--- src/rtl/req_arbiter3.sv ---
// Three-requester arbiter with registered, locked grants and a hold-time limit.
// Define ARB_ROUND_ROBIN_EN for rotating priority; otherwise fixed priority 2>1>0.
module req_arbiter3 #(
  parameter int HOLD_MAX = 15,
  parameter int CNT_W    = 4
) (
  input  logic       clk,
  input  logic       rst_n,
  input  logic [2:0] REQ,
  output logic [2:0] GNT,
  output logic [1:0] Q,
  output logic       VALID,
  output logic       EXPIRED
);

  typedef enum logic {IDLE, GRANT} state_t;

  localparam logic [CNT_W-1:0] HOLD_LIM = CNT_W'(HOLD_MAX);

  state_t           state_reg;
  logic [2:0]       gnt_reg;
  logic [1:0]       q_reg;
  logic             valid_reg;
  logic             expired_reg;
  logic [CNT_W-1:0] cnt_reg;
  logic [2:0]       mask_reg;
  logic [2:0]       mask_next;
  logic [2:0]       mask_set;
  logic [2:0]       eligible;
  logic [1:0]       pri_hi;
  logic [1:0]       pri_mid;
  logic [1:0]       pri_lo;
  logic [1:0]       win_idx;
  logic             win_any;
  logic             hold_hit;

  assign eligible = REQ & ~mask_reg;
  assign win_any  = |eligible;

`ifdef ARB_ROUND_ROBIN_EN
  logic [1:0] last_reg;

  // The most recent winner always drops to the lowest slot.
  always_comb begin
    case (last_reg)
      2'd1:    {pri_hi, pri_mid, pri_lo} = {2'd0, 2'd2, 2'd1};
      2'd2:    {pri_hi, pri_mid, pri_lo} = {2'd1, 2'd0, 2'd2};
      default: {pri_hi, pri_mid, pri_lo} = {2'd2, 2'd1, 2'd0};
    endcase
  end
`else
  assign pri_hi  = 2'd2;
  assign pri_mid = 2'd1;
  assign pri_lo  = 2'd0;
`endif

  always_comb begin
    win_idx = pri_lo;
    if (eligible[pri_hi]) begin
      win_idx = pri_hi;
    end else if (eligible[pri_mid]) begin
      win_idx = pri_mid;
    end
  end

  assign hold_hit = (state_reg == GRANT) && REQ[q_reg] && (cnt_reg == HOLD_LIM);
  assign mask_set = hold_hit ? gnt_reg : 3'b000;

  // A masked requester stays blocked until it is seen with its request low.
  generate
    for (genvar gi = 0; gi < 3; gi++) begin : g_mask
      assign mask_next[gi] = mask_set[gi] | (mask_reg[gi] & REQ[gi]);
    end
  endgenerate

  always_ff @(posedge clk or negedge rst_n) begin
    if (!rst_n) begin
      state_reg   <= IDLE;
      gnt_reg     <= 3'b000;
      q_reg       <= 2'b00;
      valid_reg   <= 1'b0;
      expired_reg <= 1'b0;
      cnt_reg     <= '0;
      mask_reg    <= 3'b000;
`ifdef ARB_ROUND_ROBIN_EN
      last_reg    <= 2'd0;
`endif
    end else begin
      expired_reg <= 1'b0;
      mask_reg    <= mask_next;
      case (state_reg)
        IDLE: begin
          if (win_any) begin
            state_reg <= GRANT;
            gnt_reg   <= 3'b001 << win_idx;
            q_reg     <= win_idx;
            valid_reg <= 1'b1;
            cnt_reg   <= CNT_W'(1);
`ifdef ARB_ROUND_ROBIN_EN
            last_reg  <= win_idx;
`endif
          end
        end
        GRANT: begin
          if (!REQ[q_reg] || hold_hit) begin
            state_reg   <= IDLE;
            gnt_reg     <= 3'b000;
            q_reg       <= 2'b00;
            valid_reg   <= 1'b0;
            cnt_reg     <= '0;
            expired_reg <= hold_hit;
          end else begin
            cnt_reg <= cnt_reg + CNT_W'(1);
          end
        end
        default: state_reg <= IDLE;
      endcase
    end
  end

  assign GNT     = gnt_reg;
  assign Q       = q_reg;
  assign VALID   = valid_reg;
  assign EXPIRED = expired_reg;

endmodule

--- config.mk ---
export PLATFORM = sky130hd
export DESIGN_NAME = req_arbiter3
export DESIGN_NICKNAME = d
export VERILOG_FILES = /design/src/rtl/req_arbiter3.sv
export SDC_FILE = /design/constraint.sdc
export NUM_CORES = 1
export LEC_CHECK = 0
export ABC_CLOCK_PERIOD_IN_PS = 2600
export BUFFER_PORTS_ARGS = -buffer_cell sky130_fd_sc_hd__buf_2
export CAP_MARGIN = 20
export CORE_AREA = 2 2 39 41
export CTS_BUF_LIST = sky130_fd_sc_hd__clkbuf_4 sky130_fd_sc_hd__clkbuf_8
export DETAILED_ROUTE_END_ITERATION = 7
export DIE_AREA = 0 0 41 43
export HOLD_SLACK_MARGIN = 0.02
export MAX_ROUTING_LAYER = met4
export PLACE_DENSITY = 0.72
export SYNTH_ARGS = -nofsm -noshare
export SYNTH_HDL_FRONTEND = slang
export SYNTH_SLANG_ARGS = --single-unit
--- constraint.sdc ---
create_clock -name clk -period 2.6 [get_ports clk]
set_input_delay 0.39 -clock clk [delete_from_list [all_inputs] [get_ports clk]]
set_output_delay 0.39 -clock clk [all_outputs]
set_load 0.1 [all_outputs]
==> flow_summary.toml, run 1 <==
[floorplanning]
die_area_mm2 = 0.00176
io_pins = 12
start_util_pct = 47.6
die_y_um = 43
coreArea_mm2 = 0.00138
die_w_um = 41
placementRows = 14

[power_and_ir_drop]
power.density_mw_per_mm2 = 1230
finalPower_uw = 919
p_leak_uw = 0.000365
ir_drop_v = 0.000556

[hold_path]
hp-class = "primary input to flop"

[clocking]
clock_path_buffers = 2
clk_pin_slew_ns = 0.08
worstSkewPairLatency_ns = 0.27
cts.sinks = 13
cts-htree-levels = 1
cts_buffers = 3
cts-root-buf = "clkbuf_4"
cts_tree = "yes"

[final_layout]
seq_area_um2 = 325
nNetsFinal = 84
drive_gt1_share_pct = 28.6
nFillCells = 119
areaGrowthSynthToFinish_pct = 13.9
final_area_um2 = 749
largest_reg_flops = 4
diodes = 0
fin_cells = 93
multi_input_area_um2 = 302

[placed_design]
gp_congestion = 0.740
place_inst = 88
hpwl_mm = 1.00
portBuffers = 11
placed_cell_area_um2 = 709
post-place-ws_ns = 1.14

[route]
vias = 533
drt_iter0_drc = 7
remaining_drc_errors = 0
drtAntennaViolNets = 0
wl_mm = 1.35
wl_per_cell_um = 14.6
vias_per_cell = 5.73
dr.pass1.iters = 5

[yosys]
synth_edf_count = 0
syn-instance-count = 65
ys_ff_latch = 13
synth_top_cell_area_share_pct = 49.4
async_flop_share_pct = 100
yosysTopAreaCell = "dfrtp_1"
synth_fp_nets = 71
synth-seq-area-share_pct = 49.4
synth_cell_types = 30
avgSynthCellArea_um2 = 10.1
synth_area_um2 = 658
synth_area_leaders = "dfrtp_1 (49%), a22o_2 (4.6%), nand2_1 (4.0%)"
synth_common_cells = "dfrtp_1 (13), nand2_1 (7), nand2b_1 (4), nand3_1 (4), nor2_1 (4)"
yosysWarnings = 0
yosysMostFrequentCell = "dfrtp_1"
synth-main-ff-cell = "dfrtp_1"

[timing]
min_period_ns = 1.64
final.setup_skew_ns = 0.00156
drv_slew = 0
fin_crit_sh_pct = 63.2
worstMarginPinSlew_ns = 0.484
fmax_mhz = 608
hold_viol_final = 0
slew_headroom_pct = 67.7
fin_setup_tns_ns = 0
setup_viol = 0
layout_setup_ws_ns = 0.956
rsz0062_at_grt = "no"

[global_route]
antenna_found_initial = 0
grt_max_degree = 19
grt_pass1_wl_mm = 2.21
grt_pass1_vias = 509
grt_use_total_pct = 18.7
grt_overflow_total = 0

[critical_path]
worstSetupStartpointType = "flop"
path_buf_inv = 1
required_ns = 2.21
slowest_stage = "dfrtp_1"
crit_path_end_kind = "output pin"
crit_chain = "buf_2"
critPathMaxStageDelay_ns = 0.50
cp_data_arrival_time_ns = 1.25
worstSetupPathType = "flop to output pin"
critPathMaxFanout = 8
critical_path.top_delay_family = "flip-flops"

[job]
drv_cap = 0

[outcome]
status = "finished, final reports clean"
-- cell families after synthesis --
kind of cell | after synthesis | share of synthesized area [%]
mux | 1 | 1.52
simple gates | 25 | 19.6
compound gates | 17 | 20.2
buf+inv | 6 | 4.75
fa+ha+maj | 1 | 1.90
xor+xnor | 2 | 2.66
flops | 13 | 49.4
-- layer usage --
metal,wire length (um),GRT usage [%]
met1,598,23.1
met2,666,28.7
met3,71,3.66
met4,17,8.00
met5,0,-
-- repair_timing --
item | CTS | global route
gates resized for setup | 0 | 0
setup buffers | 0 | 0
hold endpoints to repair | 13 | 0
hold buffers | 1 | 0
-- worst paths after layout --
path                        startpoint  depth (start not counted)  slack [ns]     endpoint
max                             GNT[1]                          1        0.96         Q[0]
max reg2reg                  state_reg                          2        1.11       GNT[0]
min                             REQ[1]                          2        0.39  mask_reg[1]
max in group asynchronous        rst_n                          2        1.84       GNT[2]
min reg2reg                mask_reg[0]                          1        0.53  mask_reg[0]
min in group asynchronous        rst_n                          2        0.54  mask_reg[1]
-- stage by stage --
stage                     hold WS (ns)  utilization [%]
after floorplan                 0.0944                -
after global placement           0.287             51.3
after detailed placement         0.293             51.3
after CTS                        0.387             54.2
after global routing             0.386             54.2
final                            0.392             54.2
-- report_power, final --
group	internal, uW	total (uW)	switching, uW	leakage, uW
logic	97.2	450	353	0.000175
registers	250	335	85.3	0.000172
clock network	69.7	135	64.9	0.0000184
-- cells in the final DEF (no fill, tap or decap) --
cell type / n
a2111oi_0: 1
a21oi_1: 2
a22o_2: 3
a31oi_1: 1
a41o_1: 1
and3_1: 1
buf_2: 11
clkbuf_4: 4
dfrtp_1: 13
dlygate4sd3_1: 1
ha_1: 1
inv_1: 2
mux2i_1: 1
nand2_1: 7
nand2_2: 1
nand2b_1: 4
nand3_1: 4
nand4_1: 1
nor2_1: 4
nor2_4: 1
nor2b_1: 2
o21ai_0: 2
o21ai_1: 1
o22a_2: 1
o22ai_1: 2
o22ai_2: 1
o2bb2ai_1: 1
o32ai_1: 1
xnor2_1: 1
xor2_1: 1
-- cell type report --
| class | instances | share of cell area [%] |
|---|---|---|
| multi-input cells | 46 | 40.2 |
| well taps | 16 | 2.67 |
| repair buffers | 12 | 8.68 |
| inverters | 2 | 1.00 |
| flip-flops and latches | 13 | 43.4 |
| clock buffers | 4 | 4.01 |
(Power assumes the default switching activity.)
==> run 2, diff against run 1 <==
ABC_CLOCK_PERIOD_IN_PS = 1440   (was 2600)
CORE_AREA = not set   (was 2 2 39 41)
CORE_MARGIN = 2   (was not set)
CORE_UTILIZATION = 50   (was not set)
DIE_AREA = not set   (was 0 0 41 43)
PLACE_DENSITY = 0.76   (was 0.72)
clock period = 1.44 ns   (was 2.6 ns; I/O delays follow)
==> flow_summary.toml, run 2 (synthesized netlist as in run 1, its figures left out) <==
[final_layout]
diodes = 0
final_area_um2 = 773
nFillCells = 116
largest_reg_flops = 4
most-common-layout-cells = "buf_2 (11), dfrtp_1 (10), nand2_1 (7)"
final_common_cell = "buf_2"
fin_cells = 94
nNetsFinal = 86
areaGrowthSynthToFinish_pct = 17.5
drive_gt1_share_pct = 35.4

[route]
drt_iter0_drc = 12
vias = 543
wl_mm = 1.32
dr.pass1.iters = 4
remaining_drc_errors = 0
drtAntennaViolNets = 0
vias_per_cell = 5.78
wl_per_cell_um = 14.1

[timing]
fmax_mhz = 714
worstMarginPinSlew_ns = 0.488
fin_crit_sh_pct = 97.2
min_period_ns = 1.40
slew_headroom_pct = 67.7
setup_viol = 0
hold_viol_final = 0
drv_slew = 0
final.setup_skew_ns = 0.00580
rsz0062_at_grt = "yes"

[hold_path]
hold_start = "REQ[2]"
hold_depth = 2
hp-class = "primary input to flop"
min_to = "mask_reg[2]"

[clocking]
clk_pin_slew_ns = 0.07
cts-root-buf = "clkbuf_4"
cts_buffers = 3
cts_setup_buffers = 0
cts-htree-levels = 1
cts.sinks = 13
worstSkewPairLatency_ns = 0.27
clock_path_buffers = 2
cts_tree = "yes"

[critical_path]
worstSetupStartpointType = "flop"
regToRegStartpoint = "GNT[1]"
critPathMaxStageDelay_ns = 0.47
cp_data_arrival_time_ns = 1.18
required_ns = 1.22
critical_path.top_delay_family = "flip-flops"
worstSetupPathType = "flop to output pin"
rrSetupSlack_ns = 0.11
r2r.worst_path.cells = 4
r2r-end = "mask_reg[2]"
path_buf_inv = 1
crit_path_end_kind = "output pin"
crit_chain = "buf_2"
critPathMaxFanout = 8
slowest_stage = "dfrtp_4"

[global_route]
grt_use_total_pct = 18.6
grt_pass1_vias = 482
grt_overflow_total = 0
antenna_found_initial = 0
grt_pass1_wl_mm = 1.90
grt_max_degree = 14

[placed_design]
gp_congestion = 0.781
hpwl_um = 970
placed_cell_area_um2 = 733
portBuffers = 11
place_inst = 89

[power_and_ir_drop]
switchingPower_uw = 915
switching_share_pct = 53.3
power.density_mw_per_mm2 = 2220
power.share.combinational_pct = 52.1
p_leak_uw = 0.000370
ir_drop_v = 0.00101
seqPwrFrac_pct = 33.8
intPower_uw = 800
pwr-share-clk_pct = 14.0

[outcome]
status = "finished, final reports clean"

[floorplanning]
die_w_um = 40.3
io_pins = 12
placementRows = 13
coreArea_mm2 = 0.00127
start_util_pct = 51.9
die_y_um = 40.3
die_area_mm2 = 0.00162

[job]
drv_cap = 0
## run 2: power groups by stage
stage / Sequential [uW] / Clock, uW / Combinational (uW)
after floorplan: 847 / 0 / 489
after global placement: 582 / 0 / 884
after detailed placement: 588 / 0 / 896
after CTS: 581 / 246 / 898
after global routing: 603 / 256 / 951
final: 581 / 240 / 894
## run 2: per-stage QoR
step | TNS [ns] | hold slack (ns) | util [%] | total power [uW] | setup WS, ns
floorplan | -0.0820 | -0.0796 | - | 1340 | -0.0331
global placement | 0 | 0.116 | 57.8 | 1470 | 0.154
detailed placement | 0 | 0.116 | 57.8 | 1480 | 0.102
CTS | 0 | 0.210 | 60.9 | 1730 | 0.0273
global route | -0.0108 | 0.219 | 60.9 | 1810 | -0.00581
finish | 0 | 0.212 | 60.9 | 1720 | 0.0398
## run 2: metal layers
layer	up-vias	wire length [um]	GRT usage, %
met3	8	63	3.33
met2	19	653	31.9
li1	259	-	-
met5	-	0	-
met4	0	19	7.50
met1	257	587	21.3
## run 2: cell type report
cell class              instances  area (um^2)  share of cell area [%]
repair buffers                 14         80.1                    10.4
clock buffers                   4         30.0                    3.88
multi-input cells              46          305                    39.5
flip-flops and latches         13          332                    42.9
well taps                      15         18.8                    2.43
inverters                       2         7.51                   0.971
## run 2: worst max path at each step
stage | cells after the start | end | startpoint
final | 1 | Q[0] | GNT[1]
after global routing | 1 | GNT[1] | GNT[1]
after CTS | 1 | Q[0] | GNT[1]
after detailed placement | 4 | mask_reg[1] | GNT[1]
after global placement | 4 | mask_reg[2] | GNT[1]
after floorplan | 4 | mask_reg[1] | GNT[1]
## run 2: what timing repair did
action	4_1_cts	5_1_grt
gates resized for setup	0	0
hold buffers	1	0
setup endpoints to repair	0	2
endpoints found under the hold margin	13	0
==> run 3, diff against run 2 <==
RECOVER_POWER = 50   (was not set)
==> flow_summary.toml, run 3 (synthesized netlist as in run 1, its figures left out) <==
[floorplanning]
die_area_mm2 = 0.00162
die_w_um = 40.3
die_y_um = 40.3
coreArea_mm2 = 0.00127
placementRows = 13
io_pins = 12
start_util_pct = 51.9

[placed_design]
placed_cell_area_um2 = 733
hpwl_um = 970
portBuffers = 11
gp_congestion = 0.781
place_inst = 89

[route]
drtAntennaViolNets = 0
vias = 544
dr.pass1.iters = 4
top_layer_used = "met4"
vias_per_cell = 5.79
drt_iter0_drc = 11
wl_met1_um = 580
wl_mm = 1.31
remaining_drc_errors = 0
wl_per_cell_um = 13.9
wl_met2_um = 644
routed-wl-met3_um = 74

[critical_path]
worstSetupPathType = "flop to output pin"
critical_path.top_delay_family = "flip-flops"
critPathMaxFanout = 8
crit_chain = "buf_2"
critPathMaxStageDelay_ns = 0.48
path_buf_inv = 1
cp_data_arrival_time_ns = 1.19
slowest_stage = "dfrtp_4"
required_ns = 1.22
worstSetupStartpointType = "flop"
crit_path_end_kind = "output pin"

[global_route]
grt_max_degree = 14
grt_overflow_total = 0
grt_use_total_pct = 18.6
antenna_found_initial = 0
grt_pass1_wl_mm = 1.90
grt_pass1_vias = 482

[power_and_ir_drop]
finalPower_uw = 1720
intPower_uw = 800
pwr-share-clk_pct = 14.0
power.share.combinational_pct = 52.1
ir_drop_v = 0.00101
switching_share_pct = 53.5
p_leak_uw = 0.000367
power.density_mw_per_mm2 = 2230
switchingPower_uw = 919
seqPwrFrac_pct = 33.9

[timing]
hold_viol_final = 0
drv_slew = 0
setup_viol = 0
worstMarginPinSlew_ns = 0.692
min_period_ns = 1.41
fin_setup_tns_ns = 0
final.setup_skew_ns = 0.00644
rsz0062_at_grt = "yes"
fin_crit_sh_pct = 97.8
fmax_mhz = 710
slew_headroom_pct = 53.9

[final_layout]
drive_gt1_share_pct = 34.2
final_area_um2 = 772
multi_input_area_um2 = 305
areaGrowthSynthToFinish_pct = 17.3
fin_util_pct = 60.8
seq_area_um2 = 332
fin_cells = 94
most-common-layout-cells = "dfrtp_1 (10), buf_2 (9), nand2_1 (7)"
final_common_cell = "dfrtp_1"
largest_reg_flops = 4
nFillCells = 117
diodes = 0
nNetsFinal = 86

[clocking]
cts.sinks = 13
clock_path_buffers = 2
worstSkewPairLatency_ns = 0.27
clk_pin_slew_ns = 0.07
cts_buffers = 3
cts-root-buf = "clkbuf_4"
cts_tree = "yes"
cts-htree-levels = 1
cts_setup_buffers = 0

[outcome]
status = "finished, final reports clean"

[job]
drv_cap = 0

[hold_path]
hp-class = "primary input to flop"
run 3: area by class of cell:
| class | instances | share of cell area [%] |
|---|---|---|
| sequential | 13 | 42.9 |
| multi-input combinational | 46 | 39.5 |
| timing repair buffer | 14 | 10.2 |
| clock buffer | 4 | 3.89 |
| tap | 15 | 2.43 |
| inverter | 2 | 0.972 |
run 3: what timing repair did:
item                                   in CTS  in global routing
gates resized for setup                     0                  0
setup endpoints to repair                   0                  2
hold buffers                                1                  0
endpoints found under the hold margin      13                  0
run 3: routing by layer:
layer / global-route usage [%] / vias to the layer above
met5: - / -
met4: 7.50 / 0
met3: 3.33 / 4
met2: 31.9 / 20
met1: 21.3 / 260
li1: - / 260
run 3: power by group through the flow:
| stage | Clock [uW] | Combinational, uW | Sequential [uW] |
|---|---|---|---|
| final | 241 | 896 | 583 |
| after floorplan | 0 | 489 | 847 |
| after global routing | 256 | 950 | 603 |
| after CTS | 246 | 898 | 581 |
| after global placement | 0 | 884 | 582 |
| after detailed placement | 0 | 896 | 588 |
run 3: worst reg2reg max path: cells and delay by family (launching register included):
family          cells  cell delay [ns]
flops               1             0.53
compound gates      2             0.43
simple gates        1             0.04
mux                 1             0.24
run 3: per-stage QoR:
step,hold WS (ns),setup WS [ns]
2_1_floorplan,-0.0796,-0.0331
5_1_grt,0.219,-0.00581
3_5_place_dp,0.116,0.102
4_1_cts,0.210,0.0273
6_report,0.213,0.0310
3_3_place_gp,0.116,0.154
run 3: final timing paths:
check / start / to / slack (ns) / cells past startpoint
worst min-delay path: REQ[2] / mask_reg[2] / 0.21 / 2
worst max-delay path: GNT[1] / Q[0] / 0.03 / 1
worst max register to register: GNT[1] / mask_reg[2] / 0.10 / 4
worst min register to register: mask_reg[0] / mask_reg[0] / 0.51 / 1
min in group asynchronous: rst_n / EXPIRED / 0.49 / 2
max in group asynchronous: rst_n / GNT[1] / 0.44 / 2
